==> config.mk <==
export PLATFORM = sky130hd
export DESIGN_NAME = logic_gate_pipe
export DESIGN_NICKNAME = d
export VERILOG_FILES = /design/src/rtl/logic_gate_pipe.sv
export SDC_FILE = /design/constraint.sdc
export NUM_CORES = 1
export LEC_CHECK = 0
export ABC_AREA = 1
export CAP_MARGIN = 20
export CORE_UTILIZATION = 48
export DETAILED_ROUTE_END_ITERATION = 6
export PLACE_DENSITY = 0.75
export SYNTH_ARGS = -nofsm -noshare
export SYNTH_HDL_FRONTEND = slang
export SYNTH_SLANG_ARGS = --single-unit
==> constraint.sdc <==
create_clock -name clk -period 1.75 [get_ports clk]
set_input_delay 0.35 -clock clk [delete_from_list [all_inputs] [get_ports clk]]
set_output_delay 0.35 -clock clk [all_outputs]
set_load 0.02 [all_outputs]
==> src/rtl/logic_gate_pipe.sv <==
`default_nettype none
// ============================================================================
//  Module      : logic_gate_pipe
//  Description : WIDTH-bit operation-selectable bitwise logic unit whose
//                results are buffered in a DEPTH-entry output FIFO with
//                valid/ready handshakes on both sides. Reset op is NOT.
//  Revision    : 1.0 - initial release
// ============================================================================
module logic_gate_pipe #(
    parameter int WIDTH = 8,
    parameter int DEPTH = 4,
    parameter int CNT_W = 16
) (
    input  logic                       clk,
    input  logic                       rst,
    input  logic                       ena,
    input  logic                       op_load,
    input  logic [2:0]                 op_in,
    output logic [2:0]                 op_cur,
    input  logic                       in_valid,
    output logic                       in_ready,
    input  logic [WIDTH-1:0]           a,
    input  logic [WIDTH-1:0]           b,
    output logic                       out_valid,
    input  logic                       out_ready,
    output logic [WIDTH-1:0]           y,
    output logic [$clog2(DEPTH):0]     level,
    output logic [CNT_W-1:0]           words_out
);

    localparam int c_PTR_W = $clog2(DEPTH);
    localparam int c_LVL_W = $clog2(DEPTH) + 1;

    localparam logic [2:0] c_OP_NOT  = 3'b000;
    localparam logic [2:0] c_OP_BUF  = 3'b001;
    localparam logic [2:0] c_OP_AND  = 3'b010;
    localparam logic [2:0] c_OP_OR   = 3'b011;
    localparam logic [2:0] c_OP_XOR  = 3'b100;
    localparam logic [2:0] c_OP_NAND = 3'b101;
    localparam logic [2:0] c_OP_NOR  = 3'b110;
    localparam logic [2:0] c_OP_XNOR = 3'b111;

    logic [WIDTH-1:0]   r_mem [DEPTH];
    logic [c_PTR_W-1:0] r_wr_ptr;
    logic [c_PTR_W-1:0] r_rd_ptr;
    logic [c_LVL_W-1:0] r_level;
    logic [2:0]         r_op;
    logic [CNT_W-1:0]   r_words;

    logic               w_full;
    logic               w_empty;
    logic               w_push;
    logic               w_pop;
    logic [WIDTH-1:0]   w_result;

    // A full FIFO refuses input even when a pop happens in the same cycle,
    // so in_ready depends only on the registered level.
    assign w_full    = (r_level == c_LVL_W'(DEPTH));
    assign w_empty   = (r_level == '0);
    assign in_ready  = ena & ~w_full;
    assign out_valid = ena & ~w_empty;
    assign w_push    = in_valid & in_ready;
    assign w_pop     = out_valid & out_ready;

    assign op_cur    = r_op;
    assign level     = r_level;
    assign words_out = r_words;
    assign y         = w_empty ? '0 : r_mem[r_rd_ptr];

    // Bitwise result from the current (pre-load) operation register
    always_comb begin
        w_result = '0;
        case (r_op)
            c_OP_NOT:  w_result = ~a;
            c_OP_BUF:  w_result = a;
            c_OP_AND:  w_result = a & b;
            c_OP_OR:   w_result = a | b;
            c_OP_XOR:  w_result = a ^ b;
            c_OP_NAND: w_result = ~(a & b);
            c_OP_NOR:  w_result = ~(a | b);
            c_OP_XNOR: w_result = ~(a ^ b);
            default:   w_result = '0;
        endcase
    end

    // FIFO storage write; contents need no reset because y is masked when empty
    always_ff @(posedge clk) begin
        if (!rst && w_push) begin
            r_mem[r_wr_ptr] <= w_result;
        end
    end

    // Control state: op register, pointers, occupancy and delivered count
    always_ff @(posedge clk) begin
        if (rst) begin
            r_op     <= c_OP_NOT;
            r_wr_ptr <= '0;
            r_rd_ptr <= '0;
            r_level  <= '0;
            r_words  <= '0;
        end else if (ena) begin
            if (op_load) begin
                r_op <= op_in;
            end
            if (w_push) begin
                r_wr_ptr <= r_wr_ptr + c_PTR_W'(1);
            end
            if (w_pop) begin
                r_rd_ptr <= r_rd_ptr + c_PTR_W'(1);
                r_words  <= r_words + CNT_W'(1);
            end
            case ({w_push, w_pop})
                2'b10:   r_level <= r_level + c_LVL_W'(1);
                2'b01:   r_level <= r_level - c_LVL_W'(1);
                default: r_level <= r_level;
            endcase
        end
    end

endmodule
`default_nettype wire

After elaboration in Yosys (flattened, before gate mapping):

Memories as Yosys holds them, arrays and structs flattened. A register that Yosys moved wholly into a read port is not among the register bits.
Index checks and enable logic that the tools add are counted.

* bits in latches: 0
* RAM bits: 32
* memories kept: 1
* input port bits: 25
* flip-flop bits (word level): 26
* ROM bits: 0
* output and inout port bits: 32

* bitwise gates (word level): 13
* order comparisons: 0
* reduce and logical (&&, ||, !) cells: 9
* equality and inequality tests: 10
* multipliers: 0
* divide/modulo/power cells: 0
* add/sub/neg operators: 5
* shift-type cells: 0
* multiplexer cells: 7

Memories
* r_mem: depth 4, width 8, rd ports 1, clocked after memory_dff 1, wr ports 1, line 43 `logic [WIDTH-1:0] r_mem [DEPTH];`

Operators with widths (number)
* case mux 8 bit (8 select lines): 1
* NOT 8 bit: 4
* adder 16 x 1 -> 16 bit, second input constant: 1
* equality test 3 bit, second input constant: 5
* bitwise AND 8 bit: 1
* 2-to-1 mux 8 bit: 1
* bitwise OR 8 bit: 1
* AND reduction 2 bit: 4
* XOR 8 bit: 1
* equality test 3 x 2 -> 1 bit, second input constant: 2
* logical NOT 3 bit: 2
* case mux 3 bit (2 select lines): 1
* adder 2 x 1 -> 2 bit, second input constant: 2
* bitwise AND 1 bit: 4
* 2-to-1 mux 2 bit: 2
* adder 3 x 1 -> 3 bit, second input constant: 1
* equality test 3 x 1 -> 1 bit, second input constant: 1
* subtractor 3 x 1 -> 3 bit, second input constant: 1
* equality test 2 x 1 -> 1 bit, second input constant: 1
* equality test 2 bit, second input constant: 1
* 2-to-1 mux 1 bit: 2
* NOT 1 bit: 2
* nonzero test 2 bit: 1
* logical AND 1 bit: 1
* logical NOT 1 bit: 1

Longest topological paths before layout:

* word-level depth: 7
* depth in mapped cells: 12

Least setup slack after synthesis:

No wires, ideal clock.

* path type: register to register
* start: register r_level[2] (netlist: level[2])
* end: register r_level[2] (netlist: level[2])
* arrival time: 1.827 ns
* slack: -0.190 ns
* cell stages (with the launch flop): 12
* path buffers: 0
* data required time: 1.637 ns
* path through: dfxtp_1 -> inv_2 -> nand2_2 -> nand3_4 -> inv_1 -> ha_1 -> inv_1 -> fa_1 -> a21oi_1 -> o21ai_0 -> nor2_1 -> nor2_1

* word-level cells in the longest chain between the ends: 7
* elaborated cells between the ends (all ways): 15
* classes of those cells: 2 x add/sub; 3 x eq/ne; 1 x mux; 6 x bitwise; 3 x reduce/logical

RTL lines
* start: declaration: line 46 `logic [c_LVL_W-1:0] r_level;`
* start signal: assignment: line 113 `2'b10: r_level <= r_level + c_LVL_W'(1);`
* start signal: assignment: line 114 `2'b01: r_level <= r_level - c_LVL_W'(1);`
* start signal: assignment: line 115 `default: r_level <= r_level;`
* equality test 3 bit or logical NOT 3 bit (tied branches): line 58, 59
* NOT 1 bit, on equally long branches: line 60, 61
* bitwise AND 1 bit, on equally long branches: line 60, 61
* bitwise AND 1 bit, on equally long branches: line 62, 63
* equality test 2 x 1 -> 1 bit or equality test 2 bit (tied branches): line 112 `case ({w_push, w_pop})`
* nonzero test 2 bit (no line)
* AND reduction 2 bit (no line)

Several ways; a longest one is shown, not always the timed one.
A chain may end at the register's enable or synchronous reset.

==> reports/results.txt <==
DR pass1 iterations: 6
R2R depth: 12
Max Cap Viol: 0
type of origin of the critical path: flip-flop
vias per std cell: 5.15
final critical-path required period: 1720 ps
drt drc: 0
Ys Warns: 0
I/O pin total: 57
Synth Area in Adders: 0.0885
Antenna Nets Post-Route: 0
run status: finished clean
largest net degree at the start of global routing: 23
GP Congestion: 0.857
register bit total from synthesis: 60
most common cell after layout, fill and taps aside: nor2_1
Die Width: 85.4 microns
Async SR Flop Fraction: 0
Worst Max-Slew Pin Slew: 419 ps
die area: 7290 sq um
CTS tree: built
fraction of synthesized area in multiplexers: 0
Worst Setup End Kind: output port
compound-cell area share of the yosys netlist: 0.120
Syn Nets: 474
CTS H-tree depth: 3
GRT Total Usage: 0.225
sequential share of the synthesized area: 0.456
Simple-Gate Fraction of Synth Area: 0.256
Avg WL per Cell: 13.0 microns
Syn Std Cell Area: 3340 sq um
Worst-path clk slew: 70 ps
final period utilization: 0.983
Fin Setup TNS: 0 ps
antenna violations before repair: 0
Synth top area share: 0.288
hold_ws: 501 ps
critical-path maximum fanout: 8
Tot Pwr: 0.00360 W
Antenna diodes: 0
Top FF cell, synth: edfxtp_1
layout cell share with drive strength beyond 1: 0.183
Clock Skew: 6.09 ps
WS Path Type: reg2out
port buffer count: 56
post-synthesis xor/xnor area fraction: 0
clock latency on the worst-skew pair: 330 ps
RSZ-0062 raised after global routing: true
Final Hold Viols: 0
final cell count without fillers: 606
die height: 85.4 microns
critical path arrival: 1370 ps
most frequent cells in the layout: 91 x nor2_1, 59 x nand2_1, 52 x inv_1
Syn Area/Cell: 7.83 sq um
Core Area: 6760 sq um
number of enable flip-flop cells after synthesis: 32
nets@finish: 569
peak supply drop: 0.000489 V
Pleak: 2.03 nW
grt total ovfl: 0
clk buf depth: 2
global-route wire length before repair: 12900 microns
CTS Sinks: 60
post-synthesis cell count: 426
Via Count: 3118
Post-Route WL: 7870 microns
vias in the first global route: 2954
post-synth cell types: 27
synth top area cells: edfxtp_1 29%, dfxtp_1 17%, nor2_1 11%
dpl hpwl: 5620 microns
Worst Hold Path Cells: 2
largest family of logic cells by synthesized area: simple AND/OR/NAND/NOR gates
Final Setup Violations: 0
relative slew slack: 0.720
f_max: 581 MHz
Synth area leader: edfxtp_1
min-delay worst type: reg2reg
Starting Density: 0.494
max-slew violations: 0
clk root buf: clkbuf_8
Starting DRT DRC Count: 154
TritonCTS buffer count: 9
DP Cell Count: 589
P&R area growth vs syn: 36.5%
Placement Rows: 30
CP Data Required Time: 1400 ps
PD cells: 791 nW/um^2
## through the flow
step	setup WS, ps	util	area (sq um)
after floorplan	40.0	-	3370
after global routing	-93.1	0.674	4550
after CTS	2.11	0.658	4440
final	28.9	0.674	4550
after global placement	-360	0.629	4250
after detailed placement	-371	0.629	4250
## per-layer routing
| layer | part of all wire | vias to the layer above | track usage |
|---|---|---|---|
| met5 | 0 | - | 0 |
| met4 | 0.0085 | 0 | 0.0788 |
| met3 | 0.040 | 5 | 0.0477 |
| met2 | 0.51 | 72 | 0.397 |
| met1 | 0.44 | 1458 | 0.272 |
| li1 | - | 1583 | - |
## cell families after synthesis
| family | after synthesis |
|---|---|
| and+or+nand+nor | 199 |
| AOI/OAI and AO/OA | 77 |
| buffers and inverters | 67 |
| DFF | 60 |
| adders and majority gates | 23 |
## power breakdown
| part | switching (W) | leakage, nW | internal (W) |
|---|---|---|---|
| Combinational | 0.000324 | 1.39 | 0.000243 |
| Clock | 0.000533 | 0.115 | 0.000934 |
| Sequential | 0.0000277 | 0.521 | 0.00154 |
| Total | 0.000885 | 2.03 | 0.00272 |
## final cells by class
type	instances	area (sq um)
inverter	60	230
tap	80	100
clock buffer	10	128
timing repair buffer	91	830
multi-input combinational	299	1630
fill	546	2200
clock inverter	6	103
sequential	60	1540
## flip-flops by register name (all words and copies together), names as in the netlist, named ones only
register,count
level,3
op_cur,3
r_mem,32
r_rd_ptr,2
r_wr_ptr,2
words_out,16
## critical path, cell delays in order, from the launching register on
cell and delay [ps]:
dfxtp_4 400, buf_8 140, nor2_2 30, nor2_1 90
o21ai_1 70, a21oi_1 150, buf_4 160
## Yosys cell counts, types with 3 or more instances
master and instances:
nor2_1 96, inv_2 4, a21oi_1 29, nand3_1 21, nor3_1 10, buf_2 3, o211ai_1 3, dfxtp_1 28
ha_1 22, inv_1 55, o22ai_1 4, nor2_4 3, edfxtp_1 32, o21ai_0 40, nand2_1 60, nor2_2 3
## final timing paths
path / start / to / slack, ps
setup reg to reg: level[1] / level[2] / 30
hold / removal: r_rd_ptr[1] / r_rd_ptr[1] / 500
hold reg to reg: r_rd_ptr[1] / r_rd_ptr[1] / 500
setup / recovery: flip-flop / y[3] / 30
## what timing repair did
item                                   4_1_cts  5_1_grt
buffers inserted                             0        1
gates resized for setup                     57       51
hold buffers                                 0        0
endpoints found under the hold margin        0        0
pin swaps                                    1       19
setup endpoints to repair                   19       34
(Power assumes the default switching activity.)
